File: src/rtl/uart_rx_deserializer.sv
// UART receive deserializer: oversampled, majority-voted serial-to-parallel
// conversion with start-glitch rejection, optional parity and stop checking.
module uart_rx_deserializer #(
    parameter int Width     = 8,
    parameter int PrescaleW = 6
) (
    input  logic                 CLK,
    input  logic                 RST,
    input  logic                 RX_IN,
    input  logic [PrescaleW-1:0] Prescale,
    input  logic                 PAR_EN,
    input  logic                 PAR_TYP,
    output logic [Width-1:0]     P_DATA,
    output logic                 Data_Valid,
    output logic                 Parity_Error,
    output logic                 Stop_Error
);
    localparam int BitW = (Width > 1) ? $clog2(Width) : 1;
    localparam logic [PrescaleW-1:0] MaxEdge = PrescaleW'(31);

    typedef enum logic [2:0] {
        IDLE   = 3'd0,
        START  = 3'd1,
        DATA   = 3'd2,
        PARITY = 3'd3,
        STOP   = 3'd4
    } state_e;

    function automatic logic majority3(input logic a, input logic b, input logic c);
        return (a & b) | (a & c) | (b & c);
    endfunction

    function automatic logic parity_mismatch(input logic [Width-1:0] data,
                                             input logic par_bit, input logic odd);
        return par_bit ^ (^data) ^ odd;
    endfunction

    state_e                state_q, state_d;
    logic                  sync1_q, sync2_q, rx_s;
    logic [PrescaleW-1:0]  edge_cnt_q, edge_cnt_d;
    logic [BitW-1:0]       bit_cnt_q, bit_cnt_d;
    logic                  s0_q, s0_d, s1_q, s1_d;
    logic [Width-1:0]      shift_q, shift_d;
    logic [PrescaleW-1:0]  pres_q, pres_d;
    logic                  par_en_q, par_en_d, par_typ_q, par_typ_d;
    logic                  par_err_q, par_err_d, stop_err_q, stop_err_d;
    logic [Width-1:0]      p_data_q, p_data_d;
    logic                  data_valid_q, data_valid_d;
    logic                  parity_error_q, parity_error_d;
    logic                  stop_error_q, stop_error_d;
    logic [PrescaleW-1:0]  half_s;
    logic                  wrap_s, sample_s, vote_s, stop_bad_s;

    assign rx_s         = sync2_q;
    assign P_DATA       = p_data_q;
    assign Data_Valid   = data_valid_q;
    assign Parity_Error = parity_error_q;
    assign Stop_Error   = stop_error_q;

    // Bit-period timing: wrap also at 31 so an illegal prescale cannot stretch a bit past 32 cycles.
    always_comb begin
        half_s   = pres_q >> 1;
        wrap_s   = (edge_cnt_q == pres_q - PrescaleW'(1)) || (edge_cnt_q == MaxEdge);
        sample_s = (edge_cnt_q == half_s);
        vote_s   = majority3(s0_q, s1_q, rx_s);
    end

    // Next-state, datapath and output decision.
    always_comb begin
        state_d        = state_q;
        edge_cnt_d     = wrap_s ? '0 : edge_cnt_q + PrescaleW'(1);
        bit_cnt_d      = wrap_s ? bit_cnt_q + BitW'(1) : bit_cnt_q;
        s0_d           = (edge_cnt_q == half_s - PrescaleW'(2)) ? rx_s : s0_q;
        s1_d           = (edge_cnt_q == half_s - PrescaleW'(1)) ? rx_s : s1_q;
        shift_d        = shift_q;
        pres_d         = pres_q;
        par_en_d       = par_en_q;
        par_typ_d      = par_typ_q;
        par_err_d      = par_err_q;
        stop_err_d     = stop_err_q;
        stop_bad_s     = stop_err_q;
        p_data_d       = p_data_q;
        data_valid_d   = 1'b0;
        parity_error_d = 1'b0;
        stop_error_d   = 1'b0;
        case (state_q)
            IDLE: begin
                edge_cnt_d = '0;
                bit_cnt_d  = '0;
                if (!rx_s) begin
                    state_d    = START;
                    pres_d     = Prescale;
                    par_en_d   = PAR_EN;
                    par_typ_d  = PAR_TYP;
                    par_err_d  = 1'b0;
                    stop_err_d = 1'b0;
                end else begin
                    state_d = IDLE;
                end
            end
            START: begin
                if (sample_s && vote_s) begin
                    state_d = IDLE;
                end else if (wrap_s) begin
                    state_d   = DATA;
                    bit_cnt_d = '0;
                end else begin
                    state_d = START;
                end
            end
            DATA: begin
                if (sample_s) begin
                    shift_d = {vote_s, shift_q[Width-1:1]};
                end else begin
                    shift_d = shift_q;
                end
                if (wrap_s && (bit_cnt_q == BitW'(Width - 1))) begin
                    state_d = par_en_q ? PARITY : STOP;
                end else begin
                    state_d = DATA;
                end
            end
            PARITY: begin
                if (sample_s) begin
                    par_err_d = parity_mismatch(shift_q, vote_s, par_typ_q);
                end else begin
                    par_err_d = par_err_q;
                end
                state_d = wrap_s ? STOP : PARITY;
            end
            STOP: begin
                if (sample_s) begin
                    stop_bad_s = ~vote_s;
                end else begin
                    stop_bad_s = stop_err_q;
                end
                stop_err_d = stop_bad_s;
                if (wrap_s) begin
                    data_valid_d   = ~(stop_bad_s | par_err_q);
                    parity_error_d = par_err_q;
                    stop_error_d   = stop_bad_s;
                    if (!(stop_bad_s | par_err_q)) begin
                        p_data_d = shift_q;
                    end else begin
                        p_data_d = p_data_q;
                    end
                    // A start bit already on the line is taken here so back-to-back frames keep their pace.
                    if (!rx_s) begin
                        state_d    = START;
                        bit_cnt_d  = '0;
                        pres_d     = Prescale;
                        par_en_d   = PAR_EN;
                        par_typ_d  = PAR_TYP;
                        par_err_d  = 1'b0;
                        stop_err_d = 1'b0;
                    end else begin
                        state_d = IDLE;
                    end
                end else begin
                    state_d = STOP;
                end
            end
            default: begin
                state_d = IDLE;
            end
        endcase
    end

    // State, synchronizer and output registers.
    always_ff @(posedge CLK or negedge RST) begin
        if (!RST) begin
            state_q        <= IDLE;
            sync1_q        <= 1'b1;
            sync2_q        <= 1'b1;
            edge_cnt_q     <= '0;
            bit_cnt_q      <= '0;
            s0_q           <= 1'b1;
            s1_q           <= 1'b1;
            shift_q        <= '0;
            pres_q         <= '0;
            par_en_q       <= 1'b0;
            par_typ_q      <= 1'b0;
            par_err_q      <= 1'b0;
            stop_err_q     <= 1'b0;
            p_data_q       <= '0;
            data_valid_q   <= 1'b0;
            parity_error_q <= 1'b0;
            stop_error_q   <= 1'b0;
        end else begin
            state_q        <= state_d;
            sync1_q        <= RX_IN;
            sync2_q        <= sync1_q;
            edge_cnt_q     <= edge_cnt_d;
            bit_cnt_q      <= bit_cnt_d;
            s0_q           <= s0_d;
            s1_q           <= s1_d;
            shift_q        <= shift_d;
            pres_q         <= pres_d;
            par_en_q       <= par_en_d;
            par_typ_q      <= par_typ_d;
            par_err_q      <= par_err_d;
            stop_err_q     <= stop_err_d;
            p_data_q       <= p_data_d;
            data_valid_q   <= data_valid_d;
            parity_error_q <= parity_error_d;
            stop_error_q   <= stop_error_d;
        end
    end
endmodule

File: config.mk
export PLATFORM = sky130hd
export DESIGN_NAME = uart_rx_deserializer
export DESIGN_NICKNAME = d
export VERILOG_FILES = /design/src/rtl/uart_rx_deserializer.sv
export SDC_FILE = /design/constraint.sdc
export NUM_CORES = 1
export LEC_CHECK = 0
export BUFFER_PORTS_ARGS = -buffer_cell sky130_fd_sc_hd__buf_2
export CORE_MARGIN = 1.5
export CORE_UTILIZATION = 55
export DETAILED_ROUTE_END_ITERATION = 8
export HOLD_SLACK_MARGIN = 0.15
export PLACE_DENSITY = 0.75
export SKIP_CTS_REPAIR_TIMING = 1
export SLEW_MARGIN = 5
export SYNTH_ARGS = -nofsm -noshare
export SYNTH_HDL_FRONTEND = slang
export SYNTH_SLANG_ARGS = --single-unit
File: constraint.sdc
create_clock -name CLK -period 3.7 [get_ports CLK]
set_input_delay 0.37 -clock CLK [delete_from_list [all_inputs] [get_ports CLK]]
set_output_delay 0.37 -clock CLK [all_outputs]
set_load 0.02 [all_outputs]
Yosys cells after proc, flatten, opt, wreduce, memory -nomap -nowiden
Cells that the tools add are included.
{ "totals": {"wordCells": 98, "output_inout_bits": 11, "romBits": 0, "latchBits": 0, "memories": 0, "input_bits": 11, "register_bits": 45, "ramBits": 0} }
{ "op_classes": {"order_cmp": 0, "mul": 0, "div_mod_pow": 0, "n_addsub": 5, "reduce_logical": 12, "bitwise": 10, "eq_ne": 13, "muxes": 41, "n_shift": 0} }
{ "ops": {"columns": ["operator", "count"], "rows": [
  ["$mux 3", 9],
  ["$mux 6", 4],
  ["$mux 1", 19],
  ["$eq 6x6->1", 3],
  ["$pmux 3 s5", 1],
  ["$pmux 6 s2", 1],
  ["$pmux 3 s3", 1],
  ["$reduce_xor 8->1", 1],
  ["$add 6x1->6 const B", 1],
  ["$eq 3x2->1 const B", 2],
  ["$eq 3x3->1 const B", 2],
  ["$eq 6x5->1", 1],
  ["$eq 6x5->1 const B", 1],
  ["$ne 2x2->1 const B", 3],
  ["$pmux 1 s2", 3],
  ["$reduce_and 2->1", 3],
  ["$reduce_and 3->1", 2],
  ["$sub 5x1->6 const B", 1],
  ["$sub 5x2->6 const B", 1],
  ["$sub 6x1->6 const B", 1],
  ["$mux 2", 2],
  ["$add 3x1->3 const B", 1],
  ["$and 1x1->1", 3],
  ["$eq 3x1->1 const B", 1],
  ["other kinds (9)", 14]
]} }

Longest topological paths before layout
{ "logic_depth": {"depth_word": 10, "depth_mapped": 12, "mapped_depth_nobuf": 10} }

Worst setup path after synthesis
No wires, ideal clock.
{ "synth_path": {"kind": "reg-to-reg", "startpoint": "register pres_q[2]", "endpoint": "register p_data_q[0], in the netlist P_DATA[0]", "slack_ns": 0.913, "arrival_time_ns": 2.662, "synth_period_minus_slack_ns": 2.787, "path_stages_with_launch": 10, "path_buffers": 1, "required_time_ns": 3.575, "setup_ns": 0.125, "cell_sequence": "dfrtp_1 -> clkbuf_1 -> inv_1 -> ha_1 -> nor3b_2 -> nand3_1 -> a2111oi_2 -> a21oi_2 -> nor4_4 -> mux2_2"} }
{ "synth_via": {"elab_chain_len": 6, "word_cells_on_any_way": 9, "classes_between": "1 x add/sub; 2 x eq/ne; 2 x mux; 2 x bitwise; 2 x reduce/logical"} }
{ "synth_rtl": {"columns": ["element", "line_no", "rtl"], "rows": [
  ["start: declaration", "44", "logic [PrescaleW-1:0] pres_q, pres_d;"],
  ["start signal: assignment", "198", "pres_q <= pres_d;"],
  ["branches (longest 5 deep; another with $sub 6x1->6)", null, null],
  ["$reduce_and 3->1 (no line) (*)", null, null],
  ["end signal: assignment", "203", "p_data_q <= p_data_d;"],
  ["end: declaration", "47", "logic [Width-1:0] p_data_q, p_data_d;"]
]} }
Every way passes the cells marked *. The select of a mux whose other input is x is not followed.
A chain may end at the register's enable or synchronous reset.

Worst setup path in the final report
{ "layout_path": {"startpoint": "register pres_q[2]", "endpoint": "register p_data_q[5], in the netlist P_DATA[5]"} }
The elaborated chain is that of the path after synthesis.

==> metrics.txt <==
status=complete, but fails checks; violated checks=DRC; largest area contributor in the netlist=dfrtp_1; Core ar.=0.00444 mm²; DIE AREA=0.00510 mm²; top post-synthesis cells by area=dfrtp_1, mux2_2, xnor2_1; largest family of logic cells by synthesized area=simple AND/OR/NAND/NOR gates; simple-gate area share of the yosys netlist=0.146; CTS root buf=clkbuf_8; crit path launch type=flop; Arrival @ worst endpoint=3.20 ns; area of the multi-input gates=0.00134 mm²; Seq/Total Area, Yosys=0.439; Fmax=332 MHz; Syn Area/Cell=11.0 µm²; cell count after synthesis=235; Post-Syn Nets=255; DRC violations left=1; path type of the worst setup path=reg -> reg; Detail Route Antenna Nets=0; Die W=71.4 µm; commonest non-fill, non-tap cell in the layout=dfrtp_1; Yosys top cell area share=0.398; FF-to-FF setup slack=0.69 ns; initial antenna violation count=0; worst vdd ir=486 µV; fill cell count=372; Initial Utilization=0.579; Routability Congestion=0.841; Worst-Margin Slew=0.956 ns; DR vias=1753; clock latency on the worst-skew pair=0.31 ns; Site Rows=24; Reg area=0.00113 mm²; Unique masters post-synth=46; Crit path largest cell delay=0.59 ns; Initial DRC Count=111; Setup TNS=0 ns; crit-path max FO=8; complex-gate fraction of the synthesized area=0.0943; most frequent cells in the layout=dfrtp_1, mux2_2, buf_2; global-route wire length before repair=8.02 mm; Async SR Flop Fraction=1.00; Die H=71.4 µm; fin crit period=3.01 ns; Vias/cell=5.73; largest net degree at the start of global routing=46; DP Wirelength=3.34 mm; final instance area=0.00282 mm²; share of layout cells above drive strength 1=0.287; ys flop type=dfrtp_1; vias in the first global route=1714; Clock transition at path regs=0.08 ns; yosys warns=0; # port buffers=21; Slew Viols, Final=0; met2 WL=2.27 mm; Yosys reg bits=45; Pwr per Cell Area=754 mW/mm²; post-synthesis to final-layout area growth=9.62%; Adder-Cell Fraction of Synth Area=0.0476; Slew headroom=0.363; dpl cells=297; r2r startpoint=pres_q[2]; post-synthesis xor/xnor area fraction=0.108; Post-Layout Cell Count=306; nature of the critical path endpoint=flop; fin crit share=0.813; Area after DPL=0.00268 mm²; Antenna Cells=0; Overflow after GRT=0; synthesized area=0.00257 mm²; WL/cell=15.3 µm; Fin Clk Skew=0.00727 ns; H-tree depth=2; TritonCTS clock tree=yes; Buf/Inv on CP=1; Final Hold Fails=0; Leak=1.31 nW; Clock Sinks=45; Crit-path slowest cell=nor4_4; mux contribution to synthesized area=0.122; cell type group with the largest total delay on the critical path=simple AND/OR/NAND/NOR gates; top layer in use=met4; Setup WS pre-CTS=0.752 ns; Routed WL=4.67 mm; first-pass iteration count of the detailed router=6; Final WS setup=0.692 ns; RSZ-0062 raised after global routing=no; min-delay worst type=in -> async; reg2reg path depth=8; endpoints failing setup=0; TritonCTS Buffers=5; EDFF count, synth=0; cell chain of the critical path=inv_1 > ha_1 > nor3b_2 > nand3_1 > a2111oi_2 > a21oi_2 > nor4_4 > mux2_2; Reg2Reg Capture Point=P_DATA[5]; Top Ports=22; Overall Global Routing Usage=0.206; met1 WL=2.17 mm; CTS Buffer Depth=2; data required time of the worst path=3.89 ns; final net count=273; WL met3=191 µm; max cap viols=0
==> where the power goes <==
part	switching [mW]	internal (mW)
registers	0.196	0.603
logic	0.451	0.434
clock network	0.173	0.272
total	0.820	1.31
==> flip-flops by register name, summed over array words and instances, names as in the netlist, 3 cells and up <==
name and count:
edge_cnt_q 6, shift_q 8, bit_cnt_q 3, P_DATA 8
state_q 3, pres_q 6
==> worst max path at each step <==
stage | startpoint | slack (ns) | to | depth (start not counted)
after global routing | pres_q[2] | 0.46 | P_DATA[5] | 8
after floorplan | pres_q[2] | 0.91 | P_DATA[0] | 9
after CTS | pres_q[2] | 0.73 | P_DATA[5] | 8
after global placement | pres_q[2] | 0.82 | P_DATA[5] | 8
after detailed placement | pres_q[2] | 0.75 | P_DATA[0] | 8
final | pres_q[2] | 0.69 | P_DATA[5] | 8
==> layer usage <==
layer | GRT usage | vias to the layer above
li1 | - | 859
met1 | 0.276 | 844
met2 | 0.318 | 46
met3 | 0.0703 | 4
met4 | 0.0662 | 0
met5 | 0 | -
==> per-stage QoR <==
stage	power, mW	utilization	hold WS [ns]
floorplan	1.54	-	0.0744
global placement	1.66	0.602	0.346
detailed placement	1.69	0.602	0.352
CTS	2.14	0.633	0.144
global route	2.29	0.635	0.279
finish	2.13	0.635	0.209
==> cell families after synthesis <==
group / count (synthesis)
and+or+nand+nor: 64
DFF: 45
AOI/OAI and AO/OA: 37
xor gates and xnor gates: 31
muxes: 28
buffers and inverters: 20
adders and majority gates: 10
==> final cells by class <==
cell class	instances	share of cell area
clock buffer	5	0.0244
inverter	8	0.0106
timing repair buffer	23	0.0434
clock inverter	3	0.0244
multi-input combinational	170	0.473
tap	52	0.0230
sequential	45	0.401
==> Yosys cell counts, types with 2 or more instances <==
cell type / n
nand2b_1: 2
o32ai_1: 2
nor2b_1: 2
and3_1: 3
xor2_1: 14
inv_1: 8
mux2_2: 28
clkbuf_8: 2
a31oi_1: 2
dfstp_2: 4
or3_1: 2
nand3_1: 11
ha_1: 9
dfrtp_1: 41
a21oi_1: 8
buf_2: 4
a21o_1: 3
nand2_1: 12
o21ai_0: 12
nor4b_1: 2
nor2_1: 15
nor3_1: 3
nor3b_1: 4
clkbuf_1: 5
xnor2_1: 16
Note: power is estimated with default switching activity, not from simulation.
